File: config.mk
export PLATFORM = sky130hd
export DESIGN_NAME = axis_pkt_source
export DESIGN_NICKNAME = d
export VERILOG_FILES = /design/src/rtl/axis_src_pkg.sv /design/src/rtl/lfsr16.sv /design/src/rtl/axis_pkt_source.sv
export SDC_FILE = /design/constraint.sdc
export NUM_CORES = 1
export LEC_CHECK = 0
export BUFFER_PORTS_ARGS = -buffer_cell sky130_fd_sc_hd__buf_2
export CELL_PAD_IN_SITES_DETAIL_PLACEMENT = 0
export CELL_PAD_IN_SITES_GLOBAL_PLACEMENT = 1
export CORE_UTILIZATION = 37
export CTS_CLUSTER_DIAMETER = 60
export DETAILED_ROUTE_END_ITERATION = 16
export GPL_ROUTABILITY_DRIVEN = 0
export PLACE_DENSITY_LB_ADDON = 0.1
export SYNTH_ARGS = -nofsm -noshare
export SYNTH_HDL_FRONTEND = slang
export SYNTH_SLANG_ARGS = --single-unit
File: constraint.sdc
create_clock -name ACLK -period 3.9 [get_ports ACLK]
set_clock_uncertainty 0.1 [all_clocks]
set_input_delay 0.39 -clock ACLK [delete_from_list [all_inputs] [get_ports ACLK]]
set_output_delay 0.39 -clock ACLK [all_outputs]
set_load 0.02 [all_outputs]
File: src/rtl/axis_src_pkg.sv
// rtl/axis_src_pkg.sv - shared types, constants and data folding for the packet source
package axis_src_pkg;

  typedef enum logic [1:0] {
    IDLE = 2'd0,
    SEND = 2'd1,
    GAP  = 2'd2,
    DONE = 2'd3
  } state_e;

  localparam logic [15:0] LFSR_MASK    = 16'hB400;
  localparam logic [15:0] DEFAULT_SEED = 16'hACE1;

  // Maps a raw LFSR value into the range 0..data_max by wrapping the excess.
  function automatic logic [15:0] fold(input logic [15:0] x, input int unsigned data_max);
    if (32'(x) <= data_max) begin
      return x;
    end
    return 16'(32'(x) - data_max - 32'd1);
  endfunction

endpackage

File: src/rtl/lfsr16.sv
// rtl/lfsr16.sv - 16-bit right-shifting Galois LFSR with load and advance controls
module lfsr16
  import axis_src_pkg::*;
(
  input  logic        ACLK,
  input  logic        ARESET,
  input  logic        load,
  input  logic [15:0] load_val,
  input  logic        adv,
  output logic [15:0] q
);

  logic [15:0] lfsr_q;
  logic [15:0] lfsr_d;

  // Next value: a load wins over an advance; otherwise hold.
  always_comb begin
    lfsr_d = lfsr_q;
    if (load) begin
      lfsr_d = load_val;
    end else if (adv) begin
      lfsr_d = lfsr_q[0] ? ((lfsr_q >> 1) ^ LFSR_MASK) : (lfsr_q >> 1);
    end
  end

  // State register; reset restores the non-zero default so the sequence never locks up.
  always_ff @(posedge ACLK) begin
    if (ARESET) begin
      lfsr_q <= DEFAULT_SEED;
    end else begin
      lfsr_q <= lfsr_d;
    end
  end

  assign q = lfsr_q;

endmodule

File: src/rtl/axis_pkt_source.sv
// rtl/axis_pkt_source.sv - pseudo-random packet generator on a valid/ready stream
module axis_pkt_source
  import axis_src_pkg::*;
#(
  parameter int          STREAM_WIDTH = 32,
  parameter int unsigned DATA_MAX     = 65000
) (
  input  logic                    ACLK,
  input  logic                    ARESET,
  input  logic                    start,
  input  logic [7:0]              pkt_len,
  input  logic [15:0]             seed,
  input  logic [3:0]              gap,
  output logic [STREAM_WIDTH-1:0] TDATA,
  output logic                    TVALID,
  output logic                    TLAST,
  input  logic                    TREADY,
  output logic                    busy,
  output logic [15:0]             exp_max,
  output logic                    exp_valid,
  output logic [15:0]             pkt_count
);

  state_e      state_q, state_d;
  logic [7:0]  len_q, len_d;
  logic [3:0]  gap_q, gap_d;
  logic [7:0]  beat_q, beat_d;
  logic [3:0]  gcnt_q, gcnt_d;
  logic [15:0] max_q, max_d;
  logic [15:0] exp_max_q, exp_max_d;
  logic [15:0] pkt_count_q, pkt_count_d;

  logic        lfsr_load;
  logic        lfsr_adv;
  logic [15:0] lfsr_val;
  logic [15:0] load_val;
  logic [15:0] beat_val;
  logic [15:0] max_next;
  logic        is_last;

  assign load_val = (seed == 16'd0) ? DEFAULT_SEED : seed;
  assign beat_val = fold(lfsr_val, DATA_MAX);
  assign max_next = (beat_val > max_q) ? beat_val : max_q;
  assign is_last  = (beat_q == (len_q - 8'd1));
  assign busy     = (state_q != IDLE);
  assign exp_max  = exp_max_q;
  assign pkt_count = pkt_count_q;

  lfsr16 u_lfsr (
    .ACLK     (ACLK),
    .ARESET   (ARESET),
    .load     (lfsr_load),
    .load_val (load_val),
    .adv      (lfsr_adv),
    .q        (lfsr_val)
  );

  // Next-state and stream outputs; the completed-packet results are committed on
  // the last handshake so they are already visible while exp_valid strobes.
  always_comb begin
    state_d     = state_q;
    len_d       = len_q;
    gap_d       = gap_q;
    beat_d      = beat_q;
    gcnt_d      = gcnt_q;
    max_d       = max_q;
    exp_max_d   = exp_max_q;
    pkt_count_d = pkt_count_q;
    lfsr_load   = 1'b0;
    lfsr_adv    = 1'b0;
    TDATA       = '0;
    TVALID      = 1'b0;
    TLAST       = 1'b0;
    exp_valid   = 1'b0;
    case (state_q)
      IDLE: begin
        if (start && (pkt_len != 8'd0)) begin
          state_d   = SEND;
          len_d     = pkt_len;
          gap_d     = gap;
          beat_d    = 8'd0;
          max_d     = 16'd0;
          lfsr_load = 1'b1;
        end
      end
      SEND: begin
        TVALID      = 1'b1;
        TLAST       = is_last;
        TDATA[15:0] = beat_val;
        if (TREADY) begin
          lfsr_adv = 1'b1;
          max_d    = max_next;
          if (is_last) begin
            state_d     = DONE;
            exp_max_d   = max_next;
            pkt_count_d = pkt_count_q + 16'd1;
          end else begin
            beat_d = beat_q + 8'd1;
            if (gap_q != 4'd0) begin
              state_d = GAP;
              gcnt_d  = gap_q;
            end
          end
        end
      end
      GAP: begin
        if (gcnt_q <= 4'd1) begin
          state_d = SEND;
          gcnt_d  = 4'd0;
        end else begin
          gcnt_d = gcnt_q - 4'd1;
        end
      end
      DONE: begin
        exp_valid = 1'b1;
        state_d   = IDLE;
      end
      default: state_d = IDLE;
    endcase
  end

  // Registers; reset abandons any packet in flight and wins over start and handshakes.
  always_ff @(posedge ACLK) begin
    if (ARESET) begin
      state_q     <= IDLE;
      len_q       <= 8'd0;
      gap_q       <= 4'd0;
      beat_q      <= 8'd0;
      gcnt_q      <= 4'd0;
      max_q       <= 16'd0;
      exp_max_q   <= 16'd0;
      pkt_count_q <= 16'd0;
    end else begin
      state_q     <= state_d;
      len_q       <= len_d;
      gap_q       <= gap_d;
      beat_q      <= beat_d;
      gcnt_q      <= gcnt_d;
      max_q       <= max_d;
      exp_max_q   <= exp_max_d;
      pkt_count_q <= pkt_count_d;
    end
  end

endmodule

==> run_results.csv <==
group,metric,value,unit
status,outcome,"finished, final reports clean",
worst_setup_path,required,4060,ps
cts,ctsHoldBuffers,0,
route,detail_route.wl_per_cell,16.8,µm
sta,final_critical_path_setup_slack,227,ps
cts,cts.sinks,90,
grt,global_route.usage.met2,36.6,%
power,p_leak,2.52,nW
sta,final_number_of_hold_violating_endpoints,0,
logic_synthesis,ys_dominant_reg_cell,"sky130_fd_sc_hd__dfxtp_1",
run,number_of_max_cap_violations,0,
sta,worst_pin_slew,1080,ps
cts,clock_latency,340,ps
cts,tritoncts,"built",
place,hpwlAfterDp,11600,µm
logic_synthesis,netlist.top_cell.by_area,"sky130_fd_sc_hd__dfxtp_1",
sta,period_needed,3670,ps
worst_setup_path,path_class,"reg -> reg",
floorplan,die_width,123,µm
layout,layout.filler_cells,1415,
worst_setup_path,startpoint_type,"flip-flop",
layout,num_antenna_cells,0,
layout,stdcell_area,0.00640,mm²
logic_synthesis,synthMostInstantiatedCell,"sky130_fd_sc_hd__dfxtp_1",
route,drt_iter0_drc,373,
logic_synthesis,share_of_the_synthesized_area_in_the_top_cell_type,33.5,%
sta,timing.final.crit_share,94.2,%
logic_synthesis,yosys_warnings,0,
floorplan,top_level_ports,100,
route,viasPerCell,5.54,
layout,proportion_of_layout_cells_with_a_drive_suffix_above_1,21.2,%
logic_synthesis,post_synth_most_frequent_cells,"sky130_fd_sc_hd__dfxtp_1, sky130_fd_sc_hd__a21oi_1, sky130_fd_sc_hd__nand2_1, sky130_fd_sc_hd__nor2_1, sky130_fd_sc_hd__inv_1",
cts,worst_setup_hold_path_clk_slew,60,ps
logic_synthesis,yosys_register_bits,90,
grt,grt_antenna_before_repair,0,
floorplan,core,0.0140,mm²
sta,timing.setup.tns,0,ps
sta,report.final.setup_viol,0,
route,detailedRoute.firstPassIterationCount,6,
logic_synthesis,synth_cell_types,61,
place,post_dp_cell_area,0.00600,mm²
logic_synthesis,synth_area_leaders,"sky130_fd_sc_hd__dfxtp_1, sky130_fd_sc_hd__ha_1, sky130_fd_sc_hd__a21oi_1, sky130_fd_sc_hd__nand2_1, sky130_fd_sc_hd__nor2_1",
logic_synthesis,synth.cell_area,0.00538,mm²
power,pwr_density_cell,388,mW/mm²
place,post_place_setup_slack,-108,ps
grt,total_track_usage,21.5,%
route,ant_nets,0,
layout,finalNetCount,811,
worst_setup_path,crit_arrival,3830,ps
floorplan,floorplan.die.height,123,µm
cts,cts_max_path_buffers,2,
floorplan,fp-row-count,43,
grt,global_route_wire_length_before_repair,24800,µm
cts,cts_buffers,9,
worst_setup_path,worstPathMaxFanout,9,
floorplan,floorplan.initialDensity,38.3,%
cts,clock-root-buffer,"sky130_fd_sc_hd__clkbuf_16",
cts,number_of_h_tree_levels,3,
route,post-route-drc-count,0,
power,power,2.48,mW
sta,maxSlewViolCount,0,
layout,layout.core_utilization,45.6,%
floorplan,dieArea,0.0150,mm²
worst_setup_path,cp-end-kind,"flip-flop",
place,numPortBuffers,83,
power,worst_ir_drop_on_vdd,0.000195,V
sta,slew-limit-headroom,28.1,%
sta,fmax,272,MHz
layout,area_growth,18.9,%
logic_synthesis,gate_count_after_technology_mapping,675,
grt,grt_util_met3,4.60,%
logic_synthesis,syn_avg_cell_area,7.97,µm²
route,vias,5204,
route,totalWireLength,15800,µm
logic_synthesis,postSynth.asyncResetShare,0,%
grt,gr-total-overflow,0,
logic_synthesis,synth_sequential_area_ratio,33.5,%
hold_path,min-delay-path-class,"in -> reg",
grt,grt_max_degree,47,
grt,grt_util_met1,27.2,%
grt,globalRoute.busiestLayer,"met2",
logic_synthesis,synth_enable_flop_cells,0,
grt,grt_pass1_vias,4850,
[path summary, 6_finish.rpt]
path           startpoint          to  slack (ps)  depth (start not counted)
max          u_lfsr.q[15]  exp_max[0]         230                         15
max reg2reg  u_lfsr.q[15]  exp_max[0]         230                         15
min reg2reg      max_q[6]    max_q[6]         390                          2
min                gap[2]    gap_q[2]         190                          3
[sequential cells by signal, summed over array words and instances (netlist names)]
signal / flops
exp_max: 16
max_q: 16
pkt_count: 16
u_lfsr.q: 16
beat_q: 8
len_q: 8
gap_q: 4
gcnt_q: 4
state_q: 2
[where the power goes]
part | internal [mW] | switching [mW] | leakage [nW]
sequential | 0.957 | 0.0540 | 0.732
clock | 0.545 | 0.350 | 0.152
combinational | 0.231 | 0.346 | 1.63
total | 1.73 | 0.750 | 2.52
[worst max-delay path: stages (launching register included)]
cell,delay [ps]
sky130_fd_sc_hd__dfxtp_1,380
sky130_fd_sc_hd__nand2_1,90
sky130_fd_sc_hd__or3_4,440
sky130_fd_sc_hd__nor3_1,200
sky130_fd_sc_hd__buf_4,170
sky130_fd_sc_hd__a31oi_1,130
sky130_fd_sc_hd__nor2_1,180
sky130_fd_sc_hd__inv_1,70
sky130_fd_sc_hd__ha_1,270
sky130_fd_sc_hd__nand2_1,90
sky130_fd_sc_hd__o21ai_0,100
sky130_fd_sc_hd__a221o_1,370
sky130_fd_sc_hd__o31ai_4,320
sky130_fd_sc_hd__buf_6,190
sky130_fd_sc_hd__mux2_2,340
sky130_fd_sc_hd__o21ai_0,150
[per-stage QoR]
step / hold slack [ps] / instances
after floorplan: 349 / 690
after global placement: 363 / 922
after detailed placement: 370 / 922
after CTS: 174 / 938
after global routing: 180 / 940
final: 192 / 940
[layout make-up]
class / instances / area [µm²] / area share, %
Tap cell: 180 / 225 / 3.52
Sequential cell: 90 / 1810 / 28.2
Clock buffer: 13 / 270 / 4.22
Multi-Input combinational cell: 503 / 3270 / 51.1
Inverter: 39 / 146 / 2.29
Timing Repair Buffer: 113 / 646 / 10.1
Clock inverter: 2 / 35.0 / 0.548
[layout by cell type, fill, tap and decap left out, types with 23 or more instances in the layout]
cell type | synthesis | layout
sky130_fd_sc_hd__dfxtp_1 | 90 | 87
sky130_fd_sc_hd__nand2_1 | 51 | 51
sky130_fd_sc_hd__a21oi_1 | 53 | 53
sky130_fd_sc_hd__ha_1 | 23 | 23
sky130_fd_sc_hd__buf_2 | 4 | 84
sky130_fd_sc_hd__nor2_1 | 49 | 47
sky130_fd_sc_hd__inv_1 | 38 | 38
sky130_fd_sc_hd__buf_4 | 16 | 27
sky130_fd_sc_hd__o21ai_0 | 32 | 32
sky130_fd_sc_hd__nand2b_1 | 23 | 23
[per-layer routing]
metal  vias up  share of wire [%]
met3        13                4.0
li1       2592                  -
met2       123                 49
met1      2476                 45
met4         0                1.2
met5         -                  0
[repair_timing]
item,CTS,global route
setup endpoints to repair,16,32
gates cloned,0,1
pin swaps,1,3
setup buffers,1,1
resized for setup,2,17
[kinds of logic after synthesis]
kind of cell,Yosys count,share of synthesized area [%]
buffers and inverters,97,8.14
multiplexers,13,2.44
flip-flops,90,33.5
adder cells (fa/ha/maj),23,5.35
other,1,0.0697
AND/OR/NAND/NOR,260,26.5
XOR/XNOR,18,2.93
AO/OA/AOI/OAI,173,21.1
Note: power is estimated with default switching activity, not from simulation.
